===== src/rtl/ysyx_23060072_ifetch_ctrl.sv =====
// ysyx_23060072_ifetch_ctrl
//   Instruction-fetch controller. It keeps at most one request outstanding,
//   holds each returned instruction until decode takes it, and redirects the
//   fetch PC on a branch/jump. An in-flight response that a redirect has made
//   stale is dropped.
//
// Ports
//   clk, rst                  clock, synchronous active-high reset
//   redirect_valid_i/pc_i     redirect request and target
//   imem_req_valid_o/ready_i  fetch request handshake, imem_addr_o = byte address
//   imem_rsp_valid_i/data_i   returned instruction word
//   id_valid_o/ready_i        instruction handshake to decode, id_pc_o/id_inst_o payload
//   misalign_o                sticky misaligned-redirect flag (only with the macro)
//
// Optional feature macro: YSYX_23060072_IFU_MISALIGN_EN
//   Defined: a redirect target with nonzero low bits halts fetch until reset.
//   Undefined: the two low target bits are forced to zero.

module ysyx_23060072_ifetch_ctrl #(
   parameter logic [31:0] RESET_PC = 32'h8000_0000
) (
   input  logic        clk,
   input  logic        rst,
   input  logic        redirect_valid_i,
   input  logic [31:0] redirect_pc_i,
   output logic        imem_req_valid_o,
   input  logic        imem_req_ready_i,
   output logic [31:0] imem_addr_o,
   input  logic        imem_rsp_valid_i,
   input  logic [31:0] imem_rsp_data_i,
   output logic        id_valid_o,
   input  logic        id_ready_i,
   output logic [31:0] id_pc_o,
   output logic [31:0] id_inst_o
`ifdef YSYX_23060072_IFU_MISALIGN_EN
   ,
   output logic        misalign_o
`endif
);

   localparam int unsigned XLEN = 32;

   typedef enum logic [1:0] {
      S_REQ  = 2'd0,
      S_WAIT = 2'd1,
      S_HOLD = 2'd2
`ifdef YSYX_23060072_IFU_MISALIGN_EN
      ,
      S_HALT = 2'd3
`endif
   } state_t;

   state_t            r_state, w_state_n;
   logic [XLEN-1:0]   r_pc, w_pc_n;
   logic [XLEN-1:0]   r_pend, w_pend_n;
   logic              r_discard, w_discard_n;
   logic              r_req_valid, w_req_valid_n;
   logic              r_id_valid, w_id_valid_n;
   logic [XLEN-1:0]   r_id_pc, w_id_pc_n;
   logic [XLEN-1:0]   r_id_inst, w_id_inst_n;
   logic [XLEN-1:0]   w_redir_pc;
   logic              w_hs;

`ifdef YSYX_23060072_IFU_MISALIGN_EN
   logic              r_misalign, w_misalign_n;
   logic              w_redir_bad;
   assign w_redir_pc  = redirect_pc_i;
   assign w_redir_bad = redirect_valid_i & (|redirect_pc_i[1:0]);
`else
   // Low target bits are dropped; this keeps them visibly consumed.
   logic              w_unused;
   assign w_unused    = ^redirect_pc_i[1:0];
   assign w_redir_pc  = {redirect_pc_i[XLEN-1:2], 2'b00};
`endif

   assign w_hs = (r_state == S_REQ) & r_req_valid & imem_req_ready_i;

   // Next-state and registered-output computation
   always_comb begin
      w_state_n    = r_state;
      w_pc_n       = r_pc;
      w_pend_n     = r_pend;
      w_discard_n  = r_discard;
      w_id_valid_n = r_id_valid;
      w_id_pc_n    = r_id_pc;
      w_id_inst_n  = r_id_inst;
`ifdef YSYX_23060072_IFU_MISALIGN_EN
      w_misalign_n = r_misalign;
`endif
      case (r_state)
         S_REQ: begin
            if (redirect_valid_i) begin
               w_pc_n = w_redir_pc;
               // Request already accepted for the old path: its response is stale
               if (w_hs) begin
                  w_state_n   = S_WAIT;
                  w_discard_n = 1'b1;
               end
            end else if (w_hs) begin
               w_state_n   = S_WAIT;
               w_pend_n    = r_pc;
               w_discard_n = 1'b0;
            end
         end
         S_WAIT: begin
            if (redirect_valid_i) begin
               w_pc_n = w_redir_pc;
               // A same-cycle response is the stale one; otherwise drop it later
               if (imem_rsp_valid_i) begin
                  w_state_n   = S_REQ;
                  w_discard_n = 1'b0;
               end else begin
                  w_discard_n = 1'b1;
               end
            end else if (imem_rsp_valid_i) begin
               if (r_discard) begin
                  w_state_n   = S_REQ;
                  w_discard_n = 1'b0;
               end else begin
                  w_state_n    = S_HOLD;
                  w_id_valid_n = 1'b1;
                  w_id_pc_n    = r_pend;
                  w_id_inst_n  = imem_rsp_data_i;
                  w_pc_n       = r_pend + XLEN'(4);
               end
            end
         end
         S_HOLD: begin
            if (redirect_valid_i) begin
               w_pc_n       = w_redir_pc;
               w_id_valid_n = 1'b0;
               w_state_n    = S_REQ;
            end else if (id_ready_i) begin
               w_id_valid_n = 1'b0;
               w_state_n    = S_REQ;
            end
         end
`ifdef YSYX_23060072_IFU_MISALIGN_EN
         S_HALT: w_state_n = S_HALT;
`endif
         default: w_state_n = S_REQ;
      endcase
`ifdef YSYX_23060072_IFU_MISALIGN_EN
      // Misaligned redirect overrides everything and parks the fetch unit
      if ((r_state != S_HALT) && w_redir_bad) begin
         w_state_n    = S_HALT;
         w_misalign_n = 1'b1;
         w_id_valid_n = 1'b0;
         w_discard_n  = 1'b0;
      end
`endif
      // Request valid is registered so it stays low through reset
      w_req_valid_n = (w_state_n == S_REQ);
   end

   // State and output registers
   always_ff @(posedge clk) begin
      if (rst) begin
         r_state     <= S_REQ;
         r_pc        <= RESET_PC;
         r_pend      <= '0;
         r_discard   <= 1'b0;
         r_req_valid <= 1'b0;
         r_id_valid  <= 1'b0;
         r_id_pc     <= '0;
         r_id_inst   <= '0;
`ifdef YSYX_23060072_IFU_MISALIGN_EN
         r_misalign  <= 1'b0;
`endif
      end else begin
         r_state     <= w_state_n;
         r_pc        <= w_pc_n;
         r_pend      <= w_pend_n;
         r_discard   <= w_discard_n;
         r_req_valid <= w_req_valid_n;
         r_id_valid  <= w_id_valid_n;
         r_id_pc     <= w_id_pc_n;
         r_id_inst   <= w_id_inst_n;
`ifdef YSYX_23060072_IFU_MISALIGN_EN
         r_misalign  <= w_misalign_n;
`endif
      end
   end

   assign imem_req_valid_o = r_req_valid;
   assign imem_addr_o      = r_pc;
   assign id_valid_o       = r_id_valid;
   assign id_pc_o          = r_id_pc;
   assign id_inst_o        = r_id_inst;
`ifdef YSYX_23060072_IFU_MISALIGN_EN
   assign misalign_o       = r_misalign;
`endif

endmodule


===== config.mk =====
export PLATFORM = sky130hd
export DESIGN_NAME = ysyx_23060072_ifetch_ctrl
export DESIGN_NICKNAME = d
export VERILOG_FILES = /design/src/rtl/ysyx_23060072_ifetch_ctrl.sv
export SDC_FILE = /design/constraint.sdc
export NUM_CORES = 1
export LEC_CHECK = 0
export BUFFER_PORTS_ARGS = -buffer_cell sky130_fd_sc_hd__buf_2
export CAP_MARGIN = 40
export CORE_MARGIN = 5
export CORE_UTILIZATION = 55
export DETAILED_ROUTE_END_ITERATION = 8
export GPL_TIMING_DRIVEN = 1
export PLACE_DENSITY_LB_ADDON = 0.2
export SLEW_MARGIN = 20
export SYNTH_ARGS = -nofsm -noshare
export SYNTH_HDL_FRONTEND = slang
export SYNTH_SLANG_ARGS = --single-unit

===== constraint.sdc =====
create_clock -name clk -period 3.59 [get_ports clk]
set_input_delay 0.1795 -clock clk [delete_from_list [all_inputs] [get_ports clk]]
set_output_delay 0.1795 -clock clk [all_outputs]
set_load 0.01 [all_outputs]

## Word-level counts from Yosys, hierarchy flattened

Index checks and enable logic that the tools add are counted.

| storage, ports and cells | value |
|---|---|
| flip-flop bits (word level) | 133 |
| output and inout bits | 98 |

| cells by class | value |
|---|---|
| eq/ne operators | 10 |
| reductions and logical operators | 11 |
| multiplexer cells | 26 |
| add/subtract/negate cells | 1 |
| bitwise operators | 4 |

Operators with widths:

| cell | count |
|---|---|
| $mux W32 | 4 |
| $pmux W32 S2 | 1 |
| $add A32 B3 Y32 const B | 1 |
| $mux W2 | 7 |
| $mux W1 | 11 |
| $ne A3 B3 Y1 const B | 3 |
| $ne A2 B2 Y1 const B | 4 |
| $reduce_and A4 Y1 | 2 |
| $pmux W2 S3 | 1 |
| $reduce_and A3 Y1 | 2 |
| $reduce_bool A2 Y1 | 3 |
| $reduce_and A5 Y1 | 1 |
| $logic_not A2 Y1 | 2 |
| $pmux W1 S2 | 2 |
| $and A1 B1 Y1 | 2 |
| $eq A2 B1 Y1 const B | 1 |
| $eq A2 B2 Y1 const B | 1 |
| $ne A2 B1 Y1 const B | 1 |
| $not A1 Y1 | 2 |
| $reduce_or A2 Y1 | 1 |

## Depth between registers and ports, before layout

| depth | value |
|---|---|
| word-level depth | 6 |
| mapped depth | 8 |
| depth with buffers taken out | 6 |

## Least setup slack after synthesis

No wires, ideal clock.

| path | value |
|---|---|
| path type | register to register |
| start | reg r_pend[10] |
| end | reg r_pc[25] (netlist: imem_addr_o[25]) |
| slack | 1896 ps |
| setup time | 86 ps |
| data arrival time | 1607 ps |
| clock period less this slack | 1694 ps |
| stages on the path, launching flop included | 6 |
| path through | dfxtp_1 nand4_4 nor4_4 nand4_1 xor2_1 a221oi_2 |

| between the ends | value |
|---|---|
| word-level cells in the longest chain between the ends | 5 |

Ends and longest elaborated chain:

| what | RTL line | source |
|---|---|---|
| start: declaration | 55 | `logic [XLEN-1:0] r_pend, w_pend_n;` |
| start signal: assignment | 173 | `r_pend <= w_pend_n;` |
| $add A32 B3 Y32 | 124 | `w_pc_n = r_pend + XLEN'(4);` |
| $mux W32 | 116 | `if (r_discard) begin` |
| $mux W32 | 115 | `end else if (imem_rsp_valid_i) begin` |
| $mux W32 | 106 | `if (redirect_valid_i) begin` |
| $pmux W32 S2 | 90 | `case (r_state)` |
| end signal: assignment | 172 | `r_pc <= w_pc_n;` |
| end: declaration | 54 | `logic [XLEN-1:0] r_pc, w_pc_n;` |

Every way passes these cells. The select of a mux whose other input is x is not followed.
A chain may end at the register's enable or synchronous reset.

## Worst setup path in the final report

| path | value |
|---|---|
| start | reg r_state[0] |
| end | reg r_pc[29] (netlist: imem_addr_o[29]) |

| between the ends | value |
|---|---|
| word-level cells in the longest chain between the ends | 4 |
| elaborated cells on any way between the ends | 10 |
| those cells by class | eq/ne (5); mux (1); reduce/logical (4) |

Ends and longest elaborated chain:

| what | RTL line | source |
|---|---|---|
| start: declaration | 53 | `state_t r_state, w_state_n;` |
| start signal: assignment | 171 | `r_state <= w_state_n;` |
| $eq A2 B2 Y1 / $logic_not A2 Y1 (equally long branches) | 90 |  |
| $reduce_or A2 Y1 (no source line) | n/a |  |
| $ne A2 B1 Y1 (no source line) / $reduce_bool A2 Y1 (equally long branches) | n/a |  |
| $reduce_and A4 Y1 (no source line) | n/a |  |

Several ways; a longest one is shown, not always the timed one.

==> impl_metrics.json <==
{
  "synth_fp_nets": 768,
  "path_buf_inv": 0,
  "path_clk_slew_ns": 0.06,
  "tightest_slew_ns": 0.8246,
  "cts-resized-gates": 0,
  "grt_antenna_before_repair": 0,
  "synth_top_area_frac": 0.4899,
  "cp-start-kind": "flop",
  "cp.arrival_ns": 2.60,
  "ys_types": 41,
  "synth_seq_area_share": 0.4899,
  "yosys.area.top_type": "dfxtp_1",
  "criticalPathCategory": "flop to flop",
  "startpoint": "r_state[0]",
  "start_util": 0.5612,
  "cts-root-buf": "clkbuf_8",
  "io_pins": 168,
  "crit_family": "compound AO/OA/AOI/OAI gates",
  "fmax_mhz": 461.1,
  "slew_headroom": 0.4502,
  "multi_input_area_um2": 2564,
  "peakVddDrop_mv": 0.3048,
  "postCtsSetupRepairBufs": 0,
  "clock_latency_ns": 0.52,
  "htreeDepth": 4,
  "yosysWarnings": 0,
  "path_cells": "and3b_1, o21a_1, o21ai_0, a221oi_2",
  "hold_ws_ns": 0.03325,
  "power_per_cell_area_nw_per_um2": 491.9,
  "seqCellArea_um2": 2663,
  "dp.final_hpwl_um": 10380,
  "post-route-period-util": 0.6041,
  "final_common_cell": "nand2_1",
  "cts.sinks": 133,
  "avgSynthCellArea_um2": 7.798,
  "drtIter0Drc": 439,
  "path_max_fanout": 18,
  "cp.required_ns": 4.02,
  "grt_overflow_total": 0,
  "setup_viol": 0,
  "drc": 0,
  "grt_pass1_wl_um": 25620,
  "gp_congestion": 0.8104,
  "fillCellCount": 695,
  "drtAntennaViolNets": 0,
  "fin_skew_ns": 0.006757,
  "min_period_ns": 2.169,
  "rsz0062_at_grt": "false",
  "p_leak_nw": 2.975,
  "die_h_um": 109.4,
  "syn2layout_area_growth_pct": 35.89,
  "grt_usage": 0.2698,
  "synth-seq-cells": 133,
  "outcome": "finished, final reports clean",
  "grt_pass1_vias": 5430,
  "n_antenna_cell": 0,
  "rows": 36,
  "vias": 5677,
  "final_net_count": 952,
  "synthFlopType": "dfxtp_1",
  "final_layout_size_suffix_gt1_frac": 0.2405,
  "cp-end-kind": "flop",
  "synthArstFlopShare": 0,
  "dp.cells": 952,
  "die_w_um": 109.4,
  "first_pass_iters": 5,
  "cts_tree": "yes",
  "synth_area_leaders": "dfxtp_1 (49%), nand2_1 (15%), a21oi_1 (10%)",
  "stdcell_count": 1027,
  "cap_viol_max_count": 0,
  "worstReg2RegStart": "r_state[0]",
  "hold_class": "primary input to flop",
  "die_area_um2": 11970,
  "slowest_stage": "o21a_1",
  "core-area_um2": 9684,
  "cts_buffers": 17,
  "wl_um": 16250,
  "vias_per_cell": 5.528,
  "grt_max_degree": 79,
  "drt-wirelength-per-cell_um": 15.82,
  "hp-start": "redirect_pc_i[12]",
  "cts_hold_buf": 43,
  "synthCells": 697,
  "hold_violations": 0,
  "final_cell_mix": "nand2_1 (223), buf_2 (164), dfxtp_1 (133)",
  "cpPeakStageDelay_ns": 0.63,
  "slew_viol_final": 0,
  "portBuffers": 165,
  "clk_path_buf_depth": 2,
  "synth-edff-count": 0,
  "netlist_area_um2": 5435,
  "fin_tns_setup_ns": 0
}
path summary, 6_finish.rpt:
| kind | cells after the start | slack (ns) | end |
|---|---|---|---|
| hold / removal | 3 | 0.03 | imem_addr_o[12] |
| setup / recovery | 4 | 1.42 | imem_addr_o[29] |
| setup reg to reg | 4 | 1.42 | imem_addr_o[29] |
| hold reg to reg | 2 | 0.45 | id_inst_o[17] |
area by class of cell:
cell class	instances	area share
flip-flops and latches	133	0.3605
repair buffers	217	0.1823
multi-input cells	506	0.3471
well taps	133	0.02253
inverters	6	0.003049
clock inverters	9	0.01999
clock buffers	23	0.06454
worst min-delay path, cell delays in order:
cell	delay (ns)
buf_2	0.10
a32oi_1	0.09
o22ai_1	0.14
flip-flops by register name, indices dropped and copies added (netlist names):
signal            flops
imem_addr_o          32
r_state               2
id_pc_o              32
r_discard             1
id_valid_o            1
r_pend               32
id_inst_o            32
imem_req_valid_o      1
synthesized netlist by cell type, types with 4 or more instances:
cell type,n
buf_2,7
o21ai_0,17
xnor2_1,11
o22ai_1,4
dfxtp_1,133
xor2_1,16
nand3_1,11
a21oi_1,113
nor2_1,27
o21ai_1,6
a32oi_1,6
nand4_1,10
a211oi_1,5
clkbuf_1,45
nor3_1,9
a221oi_1,7
and4_1,4
inv_1,6
nand2_1,224
report_power, final:
part,internal [mW],switching [mW]
combinational,0.123,0.149
clock,1.20,0.614
sequential,1.51,0.0352
total,2.83,0.798
kinds of logic after synthesis:
group	synth area share
fa+ha+maj	0.002302
buf+inv	0.04167
mux	0.002072
flops	0.4899
simple gates	0.2355
xor+xnor	0.04351
compound gates	0.1851
layer usage:
metal | share of wire | wire length [um] | track usage | vias up
met5 | 0 | 0 | 0 | -
met4 | 0.019 | 316 | 0.1077 | 0
met3 | 0.074 | 1204 | 0.06107 | 31
met2 | 0.50 | 8152 | 0.4599 | 255
met1 | 0.40 | 6576 | 0.3296 | 2654
li1 | - | - | - | 2737
per-stage QoR:
step | area [um2] | power, mW | worst slack, ns | util
after floorplan | 5435 | 1.705 | 1.896 | -
after global placement | 6295 | 1.802 | 1.467 | 0.6500
after detailed placement | 6331 | 1.812 | 1.460 | 0.6537
after CTS | 7386 | 3.646 | 1.437 | 0.7627
after global routing | 7386 | 3.748 | 1.262 | 0.7627
final | 7386 | 3.633 | 1.421 | 0.7627
No activity file was read; power rests on OpenSTA's default activity.
